===== src/rtl/reg_file_pkg.sv =====
// Shared constants and types for the scoreboarded register file.
// Default widths here define the 8-bit datapath generation.
package reg_file_pkg;

   localparam int DEFAULT_DATA_W   = 8;
   localparam int DEFAULT_NUM_REGS = 8;
   localparam int DEFAULT_AW       = $clog2(DEFAULT_NUM_REGS);
   localparam int ZERO_ADDR        = 0;

   typedef logic [DEFAULT_AW-1:0]     addr_t;
   typedef logic [DEFAULT_DATA_W-1:0] data_t;

endpackage


===== src/rtl/reg_file_scoreboard.sv =====
// Busy scoreboard: one busy bit per register, a registered pending count and a sticky
// protocol-error flag. Strobes arrive already masked for the hard-wired zero register.
module reg_file_scoreboard
   import reg_file_pkg::*;
#(
   parameter int NUM_REGS = DEFAULT_NUM_REGS,
   parameter int AW       = $clog2(NUM_REGS)
) (
   input  logic                clock,
   input  logic                reset,
   input  logic                issue_en,
   input  logic [AW-1:0]       issue_addr,
   input  logic                wr_en,
   input  logic [AW-1:0]       wr_addr,
   output logic [NUM_REGS-1:0] busy,
   output logic [AW:0]         pending_cnt,
   output logic                sb_error
);

   logic [NUM_REGS-1:0] busy_q, busy_d;
   logic [AW:0]         cnt_q, cnt_d;
   logic                err_q, err_d;
   logic                same_reg;

   assign same_reg = issue_en && wr_en && (issue_addr == wr_addr);

   // A new producer wins over a retiring one, so issue is applied after writeback.
   // The count is the population of the next busy vector, so it cannot drift or wrap.
   always_comb begin
      busy_d = busy_q;
      if (wr_en) begin
         busy_d[wr_addr] = 1'b0;
      end
      if (issue_en) begin
         busy_d[issue_addr] = 1'b1;
      end

      cnt_d = '0;
      for (int i = 0; i < NUM_REGS; i++) begin
         cnt_d = cnt_d + (AW+1)'(busy_d[i]);
      end

      err_d = err_q;
      if (wr_en && !busy_q[wr_addr] && !same_reg) begin
         err_d = 1'b1;
      end
      if (issue_en && busy_q[issue_addr] && !same_reg) begin
         err_d = 1'b1;
      end
   end

   always_ff @(posedge clock) begin
      if (reset) begin
         busy_q <= '0;
         cnt_q  <= '0;
         err_q  <= 1'b0;
      end else begin
         busy_q <= busy_d;
         cnt_q  <= cnt_d;
         err_q  <= err_d;
      end
   end

   assign busy        = busy_q;
   assign pending_cnt = cnt_q;
   assign sb_error    = err_q;

endmodule


===== src/rtl/reg_file_sb.sv =====
// Two-read/one-write register file with optional write-through bypass, optional hard-wired
// zero register, and a busy scoreboard for RAW hazard detection at decode.
module reg_file_sb
   import reg_file_pkg::*;
#(
   parameter int DATA_W   = DEFAULT_DATA_W,
   parameter int NUM_REGS = DEFAULT_NUM_REGS,
   parameter int BYPASS   = 1,
   parameter int ZERO_REG = 1,
   localparam int AW      = $clog2(NUM_REGS)
) (
   input  logic              clock,
   input  logic              reset,
   input  logic [AW-1:0]     rd_addr1,
   input  logic [AW-1:0]     rd_addr2,
   output logic [DATA_W-1:0] rd_data1,
   output logic [DATA_W-1:0] rd_data2,
   output logic              rd_busy1,
   output logic              rd_busy2,
   input  logic              wr_en,
   input  logic [AW-1:0]     wr_addr,
   input  logic [DATA_W-1:0] wr_data,
   input  logic              issue_en,
   input  logic [AW-1:0]     issue_addr,
   output logic [AW:0]       pending_cnt,
   output logic              sb_error
);

   logic [DATA_W-1:0]   rf_q [NUM_REGS];
   logic [DATA_W-1:0]   rf_d [NUM_REGS];
   logic [NUM_REGS-1:0] busy;
   logic                wr_ok, issue_ok;

   function automatic logic is_zero(input logic [AW-1:0] a);
      return (ZERO_REG != 0) && (a == AW'(ZERO_ADDR));
   endfunction

   // Traffic aimed at the zero register is dropped before it reaches storage or scoreboard.
   assign wr_ok    = wr_en && !is_zero(wr_addr);
   assign issue_ok = issue_en && !is_zero(issue_addr);

   reg_file_scoreboard #(
      .NUM_REGS (NUM_REGS),
      .AW       (AW)
   ) u_scoreboard (
      .clock       (clock),
      .reset       (reset),
      .issue_en    (issue_ok),
      .issue_addr  (issue_addr),
      .wr_en       (wr_ok),
      .wr_addr     (wr_addr),
      .busy        (busy),
      .pending_cnt (pending_cnt),
      .sb_error    (sb_error)
   );

   always_comb begin
      rf_d = rf_q;
      if (wr_ok) begin
         rf_d[wr_addr] = wr_data;
      end
   end

   always_ff @(posedge clock) begin
      if (reset) begin
         for (int i = 0; i < NUM_REGS; i++) begin
            rf_q[i] <= '0;
         end
      end else begin
         rf_q <= rf_d;
      end
   end

   // Bypass forwards writeback data and retires the busy flag in the same cycle,
   // unless a new producer to that register is being issued alongside.
   always_comb begin
      rd_data1 = rf_q[rd_addr1];
      rd_data2 = rf_q[rd_addr2];
      rd_busy1 = busy[rd_addr1];
      rd_busy2 = busy[rd_addr2];

      if ((BYPASS != 0) && wr_ok && (wr_addr == rd_addr1)) begin
         rd_data1 = wr_data;
         if (!(issue_ok && (issue_addr == rd_addr1))) begin
            rd_busy1 = 1'b0;
         end
      end
      if ((BYPASS != 0) && wr_ok && (wr_addr == rd_addr2)) begin
         rd_data2 = wr_data;
         if (!(issue_ok && (issue_addr == rd_addr2))) begin
            rd_busy2 = 1'b0;
         end
      end

      if (is_zero(rd_addr1)) begin
         rd_data1 = '0;
         rd_busy1 = 1'b0;
      end
      if (is_zero(rd_addr2)) begin
         rd_data2 = '0;
         rd_busy2 = 1'b0;
      end
   end

endmodule


===== config.mk =====
export PLATFORM = sky130hd
export DESIGN_NAME = reg_file_sb
export DESIGN_NICKNAME = d
export VERILOG_FILES = /design/src/rtl/reg_file_pkg.sv /design/src/rtl/reg_file_scoreboard.sv /design/src/rtl/reg_file_sb.sv
export SDC_FILE = /design/constraint.sdc
export NUM_CORES = 1
export LEC_CHECK = 0
export BUFFER_PORTS_ARGS = -buffer_cell sky130_fd_sc_hd__buf_2
export CORE_MARGIN = 2
export CORE_UTILIZATION = 39
export CTS_CLUSTER_SIZE = 28
export DETAILED_ROUTE_END_ITERATION = 10
export HOLD_SLACK_MARGIN = 0.15
export PLACE_DENSITY = 0.55
export SYNTH_ARGS = -nofsm -noshare
export SYNTH_HDL_FRONTEND = slang
export SYNTH_SLANG_ARGS = --single-unit
export TNS_END_PERCENT = 50

===== constraint.sdc =====
create_clock -name clock -period 4.2 [get_ports clock]
set_input_delay 0 -clock clock [delete_from_list [all_inputs] [get_ports clock]]
set_output_delay 0 -clock clock [all_outputs]
set_load 0.05 [all_outputs]

==> results of run 1 <==
[cell families (layout without fill, tap and decap cells)]
group,Yosys count,count (layout),share of synthesized area (%)
compound gates,90,90,12.06
xor+xnor,16,16,3.774
fa+ha+maj,7,7,2.552
buf+inv,48,78,6.516
flops,77,77,33.45
mux,58,58,22.56
simple gates,193,193,19.09
[state kept, by name, indices dropped and copies added, names as in the netlist]
signal and flops:
rf_q 64, u_scoreboard.busy 8, u_scoreboard.pending_cnt 4, u_scoreboard.sb_error 1
[power groups by stage]
stage	Sequential [mW]	Combinational (mW)	Clock (mW)
2_1_floorplan	0.788	0.217	0
3_3_place_gp	0.777	0.282	0
3_5_place_dp	0.777	0.285	0
4_1_cts	0.761	0.293	0.864
5_1_grt	0.763	0.313	0.897
6_report	0.761	0.291	0.846
[how the worst max path moves through the flow]
stage,start,to,slack [ns],depth (start not counted)
final,wr_en,u_scoreboard.pending_cnt[1],0.58,13
after global routing,wr_en,u_scoreboard.pending_cnt[1],0.37,13
after CTS,wr_en,u_scoreboard.pending_cnt[1],0.59,13
after detailed placement,wr_addr[0],u_scoreboard.pending_cnt[1],0.65,12
after global placement,wr_addr[0],u_scoreboard.pending_cnt[1],0.69,12
after floorplan,wr_en,u_scoreboard.pending_cnt[1],1.06,12
[cell type report]
class	count	area, µm²	share of cell area (%)
Clock buffer	12	256.5	4.955
Clock inverter	3	68.82	1.329
Inverter	5	18.77	0.3626
Multi-Input combinational cell	364	2766	53.44
Sequential cell	77	1541	29.78
Tap cell	143	178.9	3.457
Timing Repair Buffer	58	345.3	6.672
[cell usage after synthesis (all sizes together)]
| master | count |
|---|---|
| a211o | 2 |
| o311a | 1 |
| nor2b | 17 |
| buf | 23 |
| nor3b | 2 |
| nand2b | 4 |
| inv | 5 |
| fa | 4 |
| clkbuf | 20 |
| a211oi | 16 |
| nand4 | 3 |
| xor2 | 9 |
| a32oi | 3 |
| a221oi | 1 |
| mux2i | 21 |
| nor4 | 3 |
| xnor2 | 7 |
| a31oi | 2 |
| and4 | 1 |
| o31ai | 1 |
| and3b | 1 |
| nand2 | 118 |
| mux4 | 36 |
| nor3 | 3 |
| a32o | 1 |
| a22oi | 2 |
| nor2 | 35 |
| ha | 3 |
| mux2 | 1 |
| o31a | 1 |
| or3 | 1 |
| a21oi | 59 |
| nand3 | 5 |
| dfxtp | 77 |
| o221ai | 1 |
[cells in the final DEF, fill, tap and decap left out, types with 3 or more instances in the layout]
cell type      Yosys  layout
xnor2_1            4       4
nand2_1          118     118
inv_1              5       5
xor2_1             9       9
nand2b_1           4       4
a211oi_1          14      14
ha_1               3       3
nor2_1            32      32
mux4_2            34      34
nor2_2             3       3
clkbuf_16          0       9
a32oi_1            3       3
dfxtp_1           77      77
nor3_2             3       3
dlygate4sd3_1      0      10
nor2b_1           17      17
nand3_1            4       4
mux2i_1           21      21
a21oi_1           59      59
fa_1               4       4
nor4_1             3       3
buf_2              5      46
[per-layer routing]
metal	vias to the layer above	GRT usage, %	part of all wire, %	wire length, µm
met4	0	7.724	2.2	284
met2	127	33.09	48	6101
met1	1770	26.97	42	5391
met5	-	0	0	0
li1	1788	-	-	-
met3	16	6.963	7.8	991
[repair_timing]
action / 4_1_cts / 5_1_grt
hold buffers: 10 / 0
resized for setup: 0 / 0
hold endpoints to repair: 59 / 0
[worst register-to-register path, cell delays in order, from the launching register on]
cell and delay (ns):
dfxtp_1 0.34, a32o_1 0.24, ha_1 0.27, inv_1 0.05, fa_1 0.54, fa_1 0.45
fa_1 0.39, inv_1 0.09, fa_1 0.40, nor2b_1 0.13
[stage by stage]
stage | std cells | hold slack, ns | util, % | total power [mW] | setup slack (ns)
floorplan | 489 | 0.2167 | - | 1.005 | 1.064
global placement | 637 | 0.3304 | 41.43 | 1.059 | 0.6935
detailed placement | 637 | 0.3363 | 41.43 | 1.062 | 0.6548
CTS | 662 | 0.1504 | 45.14 | 1.918 | 0.5912
global route | 662 | 0.1916 | 45.14 | 1.973 | 0.3680
finish | 662 | 0.1587 | 45.14 | 1.897 | 0.5751
==> summary.txt, run 1 <==
status -> finished clean
CTS tree -> done
worst path bufs/invs -> 4
Seq cells post-synth -> 77
first-pass GRT wire length -> 20.05 mm
first-pass detailed-route iteration total -> 4
Post-Layout Inst Area -> 5176 µm²
FMAX -> 0.2759 GHz
Clock Latency Late Sink -> 0.34 ns
HP Class -> in -> reg
Die ar. -> 12700 µm²
total power per unit cell area -> 366.6 nW/µm²
initial core utilization -> 40.19%
drt total wl -> 12.77 mm
CP Launch Type -> primary input
Post-Route Setup TNS -> 0 ns
leakage power -> 1.921 nW
Hold Fails Final Rpt -> 0
WP data arrival -> 3.82 ns
Avg Cell Area, Syn -> 9.424 µm²
Ys Warns -> 0
worst setup path class -> in -> reg
Max-Slew Margin vs Limit -> 27.83%
RSZ-0062 raised after global routing -> no
Cell Rows -> 39
Clock Tree Buf Depth -> 2
clk root buf -> clkbuf_16
Slowest-stage cell, CP -> fa_1
max incr delay on CP -> 0.54 ns
Synthesized Nets -> 520
Tmin final -> 3.625 ns
clk_skew -> 0.002978 ns
core area -> 11470 µm²
routability congestion estimate -> 0.7954
Seq pwr share -> 40.1%
flop-to-flop setup slack -> 1.16 ns
largest cells by area after synthesis -> dfxtp_1, mux4_2, nand2_1
P_int -> 1.396 mW
Top delay family on crit path -> adder cells
leading area contributor after synthesis -> dfxtp_1
post-CTS repair timing setup buffer count -> 0
routed len/inst -> 19.29 µm
# fillers -> 1114
library cells used by synthesis -> 48
ANT cells -> 0
H-tree depth -> 3
Crit Reg-Reg Startpoint -> u_scoreboard.busy[1]
Num Clock Sinks -> 77
reg-to-reg endpoint -> u_scoreboard.pending_cnt[1]
DRT iter0 DRCs -> 300
Switch Pwr -> 0.5012 mW
Slew @ Worst Pin -> 1.079 ns
clock slew at reported path FFs -> 0.06 ns
port bufs -> 46
crit share post-route -> 86.31%
most frequent CP cell -> fa_1
Die Span X -> 112.7 µm
worst-path maximum fanout -> 9
Synth Cell Area -> 4608 µm²
fin nets -> 546
Setup crit end kind -> register
total CTS buffers -> 9
hold endpoint -> u_scoreboard.pending_cnt[0]
# DRC -> 0
Max-cap violations -> 0
share of cells above drive strength 1 -> 21.58%
worst path required time -> 4.40 ns
Layout Area Growth over Synthesis -> 12.33%
Detail Placement HPWL -> 8.161 mm
# IOs -> 47
worst hold start -> reset
ANT nets after route -> 0
largest net degree at the start of global routing -> 46
Vias -> 3701
Congestion Overflow GR -> 0
Combinational Power Share -> 15.3%
DR vias/cell -> 5.591
Final setup viols -> 0
Reg2Reg Depth -> 9
gr usage total -> 20.98%
Synth top area share -> 33.45%
Cells on Worst Hold Path -> 2
clock power share -> 44.6%
switching share of power -> 26.42%
Placement Cell Area -> 4751 µm²
initial antenna violation count -> 0
Max Transition Viols Final -> 0
post-synthesis sequential area ratio -> 33.45%
maximum vdd ir drop -> 0.2693 mV
Die H -> 112.7 µm
Syn Inst Count -> 489
CP Cell Sequence -> dlygate4sd3_1 > buf_2 > nor2b_1 > nand2_1 > a32o_1 > ha_1 > inv_1 > fa_1 > fa_1 > fa_1 > inv_1 > fa_1 > nor2b_1
vias in the first global route -> 3526
No activity file was read; power rests on OpenSTA's default activity.
==> run 2: changes to the inputs <==
CORE_UTILIZATION = 59   (was 39)
PLACE_DENSITY = 0.78   (was 0.55)
==> run 2 against run 1 <==
Cell count is 6.0% lower. Hold slack better by 0.014 ns. Critical path depth unchanged. Largest power group is now registers. Flip-flop and latch count stayed put. Final area down 2.6%. Via count rose by 3.8%. Critical path type unchanged.
==> summary.txt, run 2 (synthesized netlist as in run 1, its figures left out) <==
status -> finished clean
first-pass detailed-route iteration total -> 5
Post-Route Setup TNS -> 0 ns
WP data arrival -> 3.88 ns
Max-Slew Margin vs Limit -> 32.78%
CTS tree -> done
DRT iter0 DRCs -> 323
area used by multi-input combinational logic -> 2766 µm²
clk root buf -> clkbuf_8
ANT nets after route -> 0
Tmin final -> 3.653 ns
Die H -> 92.38 µm
maximum vdd ir drop -> 0.2519 mV
largest net degree at the start of global routing -> 78
Placement Cell Area -> 4700 µm²
# IOs -> 47
drt total wl -> 12.17 mm
most frequent cells in the layout -> nand2_1, dfxtp_1, a21oi_1
vias in the first global route -> 3713
initial core utilization -> 60.26%
Max Transition Viols Final -> 0
gr usage total -> 29.88%
Hold Fails Final Rpt -> 0
routed len/inst -> 19.56 µm
Congestion Overflow GR -> 0
Biggest register -> rf_q
DR vias/cell -> 6.177
core area -> 7647 µm²
Final setup viols -> 0
worst setup path class -> in -> reg
leakage power -> 1.883 nW
Cell Rows -> 32
H-tree depth -> 3
worst path required time -> 4.43 ns
# fillers -> 623
HP Class -> in -> reg
routability congestion estimate -> 0.8532
Vias -> 3842
clk_skew -> 0.006880 ns
max FFs per register -> 64
clock slew at reported path FFs -> 0.08 ns
Detail Placement HPWL -> 7.778 mm
flop-to-flop setup slack -> 1.07 ns
RSZ-0062 raised after global routing -> no
final core area utilization -> 65.90%
crit share post-route -> 86.99%
worst-path maximum fanout -> 9
# DRC -> 0
port bufs -> 46
Layout Area Growth over Synthesis -> 9.367%
Die ar. -> 8533 µm²
Setup crit end kind -> register
ANT cells -> 0
Post-Layout Inst Area -> 5040 µm²
Slew @ Worst Pin -> 1.005 ns
Num Clock Sinks -> 77
Total Power -> 1.737 mW
Clock Tree Buf Depth -> 2
fin nets -> 546
FF/Latch Area -> 1541 µm²
commonest non-fill, non-tap cell in the layout -> nand2_1
Clock Latency Late Sink -> 0.36 ns
first-pass GRT wire length -> 19.13 mm
Die Span X -> 92.38 µm
total power per unit cell area -> 344.6 nW/µm²
initial antenna violation count -> 0
total CTS buffers -> 9
FMAX -> 0.2737 GHz
Max-cap violations -> 0
CP Launch Type -> primary input
share of cells above drive strength 1 -> 21.54%
==> run 2: cell count changes in the layout (fill, tap and decap cells not counted) <==
cell,previous run,this run
clkinv_4,1,0
clkbuf_1,1,2
bufinv_16,2,3
clkinv_2,0,1
clkbuf_16,9,0
clkbuf_8,2,10
==> run 2: through the flow <==
stage / std cells / hold WS, ns / worst slack (ns)
floorplan: 489 / 0.2167 / 1.064
global placement: 596 / 0.3261 / 0.7487
detailed placement: 596 / 0.3275 / 0.6169
CTS: 622 / 0.1750 / 0.5467
global route: 622 / 0.2118 / 0.3582
finish: 622 / 0.1723 / 0.5465
==> run 2: final timing paths <==
| kind | start | to | cells after the start |
|---|---|---|---|
| max reg2reg | u_scoreboard.busy[1] | u_scoreboard.pending_cnt[1] | 9 |
| min | wr_addr[1] | u_scoreboard.sb_error | 4 |
| max | wr_en | u_scoreboard.pending_cnt[1] | 13 |
| min reg2reg | rf_q[18] | rf_q[18] | 2 |
==> run 2: report_power, final <==
group	switching (mW)	internal, mW	total, mW
Clock	0.276	0.411	0.686
Combinational	0.191	0.0979	0.289
Sequential	0.0137	0.747	0.761
==> run 2: metal layers <==
metal / up-vias / routed length, µm / global-route usage [%]
met3: 34 / 803 / 4.150
met2: 145 / 5886 / 49.21
met5: - / 0 / 0
li1: 1787 / - / -
met1: 1876 / 5012 / 38.29
met4: 0 / 463 / 16.04
==> run 2: layout make-up <==
type	instances	share of cell area, %
multi-input combinational	364	54.89
inverter	5	0.3724
clock inverter	4	1.887
tap	102	2.532
timing repair buffer	58	6.852
sequential	77	30.59
clock buffer	12	2.880
==> run 2: timing repair <==
item,4_1_cts,5_1_grt
hold buffers,10,0
resized for setup,0,0
setup buffers,0,0
endpoints found under the hold margin,59,0
==> run 2: critical path: stages <==
cell and delay, ns:
dlygate4sd3_1 0.53, buf_2 0.18, nor2b_1 0.22, nand2_1 0.24, a32o_1 0.31, ha_1 0.29
inv_1 0.05, fa_1 0.48, fa_1 0.52, fa_1 0.41, inv_1 0.10, fa_1 0.41
nor2b_1 0.13
==> run 3: changes to the inputs <==
ABC_AREA = 1   (was not set)
CORE_UTILIZATION = 60   (was 59)
PLACE_DENSITY = 0.79   (was 0.78)
==> run 3 against run 2 <==
Cell count rose by 38%. Sequential power rose by 1%. Flip-flop and latch count did not move. Total power rose by 3.8%. Clock skew barely moved. Sequential share of layout area fell by 0.93 points. Combinational power rose by 48%. Highest routed layer unchanged.
==> summary.txt, run 3 <==
vias in the first global route -> 4838
maximum vdd ir drop -> 0.2436 mV
Max-cap violations -> 0
Setup crit end kind -> register
Layout Area Growth over Synthesis -> 8.855%
Crit Reg-Reg Startpoint -> u_scoreboard.busy[1]
Clock Tree Buf Depth -> 2
CTS tree -> done
post-synthesis sequential area ratio -> 32.28%
leading area contributor after synthesis -> dfxtp_1
Vias -> 5150
# DRC -> 0
post-CTS repair timing setup buffer count -> 0
worst path required time -> 4.44 ns
Cell Rows -> 32
Seq pwr share -> 42.7%
total power per unit cell area -> 346.8 nW/µm²
largest net degree at the start of global routing -> 61
largest cells by area after synthesis -> dfxtp_1, o21ai_0, nor2_1
first-pass GRT wire length -> 24.14 mm
Num Clock Sinks -> 77
gr usage total -> 35.96%
P_int -> 1.152 mW
share of cells above drive strength 1 -> 13.98%
Tmin final -> 3.083 ns
leakage power -> 2.232 nW
most frequent cells in the layout -> nor2_1, o21ai_0, nand2_1
initial core utilization -> 61.80%
core area -> 7727 µm²
switching share of power -> 36.08%
Synth top area share -> 32.28%
DRT iter0 DRCs -> 534
Commonest cells post-synth -> nor2_1, o21ai_0, nand2_1
ANT cells -> 0
DR vias/cell -> 5.988
share of flip-flops with an asynchronous set or reset -> 0%
Post-Route Setup TNS -> 0 ns
# fillers -> 718
Die ar. -> 8689 µm²
Clock Latency Late Sink -> 0.37 ns
Synth Cell Area -> 4776 µm²
Hold Fails Final Rpt -> 0
clk root buf -> clkbuf_8
routability congestion estimate -> 0.8941
status -> finished clean
FMAX -> 0.3244 GHz
CP Launch Type -> primary input
Switch Pwr -> 0.6504 mW
Combinational Power Share -> 23.7%
Primary FF master, synth -> dfxtp_1
Detail Placement HPWL -> 9.663 mm
Total Power -> 1.803 mW
hold slack -> 0.2058 ns
Top delay family on crit path -> adder cells
worst-path maximum fanout -> 12
first-pass detailed-route iteration total -> 6
area used by multi-input combinational logic -> 2685 µm²
Max Transition Viols Final -> 0
Die Span X -> 93.22 µm
EDFF count, synth -> 0
max FFs per register -> 64
clk_skew -> 0.006823 ns
clock slew at reported path FFs -> 0.09 ns
HP Class -> in -> reg
Final setup viols -> 0
Slew @ Worst Pin -> 1.004 ns
Die H -> 93.22 µm
library cells used by synthesis -> 38
clock power share -> 33.6%
Syn Inst Count -> 734
routed len/inst -> 17.53 µm
Seq cells post-synth -> 77
initial antenna violation count -> 0
max incr delay on CP -> 0.52 ns
Ys Warns -> 0
most common cell in the netlist -> nor2_1
ANT nets after route -> 0
Biggest register -> rf_q
Avg Cell Area, Syn -> 6.507 µm²
fin nets -> 784
worst setup path class -> in -> reg
Synthesized Nets -> 765
crit share post-route -> 73.41%
H-tree depth -> 3
worst path bufs/invs -> 6
worst hold start -> wr_en
Congestion Overflow GR -> 0
# IOs -> 47
CP Launch Point -> issue_addr[0]
CP Cell Sequence -> dlygate4sd3_1 > buf_2 > nand2_1 > inv_1 > nand2_1 > nand2_1 > ha_1 > inv_1 > fa_1 > fa_1 > fa_1 > inv_1 > fa_1 > inv_1 > nor2_1
port bufs -> 46
Slowest-stage cell, CP -> dlygate4sd3_1
WP data arrival -> 3.33 ns
drt total wl -> 15.08 mm
total CTS buffers -> 9
Max-Slew Margin vs Limit -> 33.05%
RSZ-0062 raised after global routing -> no
FF/Latch Area -> 1541 µm²
commonest non-fill, non-tap cell in the layout -> nor2_1
## run 3: cell types whose count changed after synthesis, moves of 18 or more
| cell | previous run | this run |
|---|---|---|
| mux4_2 | 34 | 0 |
| nand3_1 | 4 | 49 |
| inv_2 | 0 | 18 |
| nand2_1 | 118 | 85 |
| mux2i_1 | 21 | 0 |
| a21oi_1 | 59 | 82 |
| o21ai_0 | 0 | 112 |
| buf_2 | 5 | 23 |
| inv_1 | 5 | 50 |
| nor2_1 | 32 | 128 |
## run 3: path summary, 6_finish.rpt
| kind | endpoint | slack [ns] | cells past startpoint |
|---|---|---|---|
| max | u_scoreboard.pending_cnt[1] | 1.12 | 15 |
| min | rf_q[1] | 0.21 | 5 |
| max reg2reg | u_scoreboard.pending_cnt[1] | 1.33 | 11 |
| min reg2reg | rf_q[61] | 0.46 | 2 |
## run 3: metrics by stage
step	cells	area (µm²)	util, %	setup slack (ns)
2_1_floorplan	734	4776	-	1.358
3_3_place_gp	831	4865	62.95	1.068
3_5_place_dp	831	4865	62.95	0.9873
4_1_cts	860	5199	67.28	1.130
5_1_grt	860	5199	67.28	0.9555
6_report	860	5199	67.28	1.117
## run 3: power groups by stage
stage / Clock, mW / Combinational [mW] / Sequential [mW]
2_1_floorplan: 0 / 0.305 / 0.798
3_3_place_gp: 0 / 0.400 / 0.785
3_5_place_dp: 0 / 0.407 / 0.786
4_1_cts: 0.604 / 0.418 / 0.769
5_1_grt: 0.634 / 0.462 / 0.773
6_report: 0.605 / 0.428 / 0.770
## run 3: final cells by class
class | count | area share, %
multi-input cells | 534 | 51.65
clock inverters | 7 | 1.540
flip-flops and latches | 77 | 29.65
inverters | 70 | 5.102
repair buffers | 61 | 7.220
clock buffers | 9 | 2.383
well taps | 102 | 2.455
## run 3: cell families after synthesis
family | after synthesis | share of synthesized area (%)
buffers and inverters | 123 | 11.50
adders and majority gates | 7 | 2.463
and+or+nand+nor | 285 | 26.25
AOI/OAI and AO/OA | 231 | 25.49
xor gates and xnor gates | 11 | 2.017
DFF | 77 | 32.28
## run 3: per-layer routing
| layer | routed length (µm) | GRT usage [%] |
|---|---|---|
| met3 | 1714 | 11.12 |
| met5 | 0 | 0 |
| met4 | 471 | 15.56 |
| met1 | 6242 | 47.24 |
| met2 | 6647 | 54.59 |
## run 3: what timing repair did
action,4_1_cts,5_1_grt
hold buffers,13,0
gates resized for setup,0,0
hold endpoints to repair,75,0
## run 3: worst min-delay path, delay by kind of cell
family	cells	cell delay (ns)
AOI/OAI and AO/OA	1	0.14
buffers and inverters	1	0.12
and+or+nand+nor	3	0.26
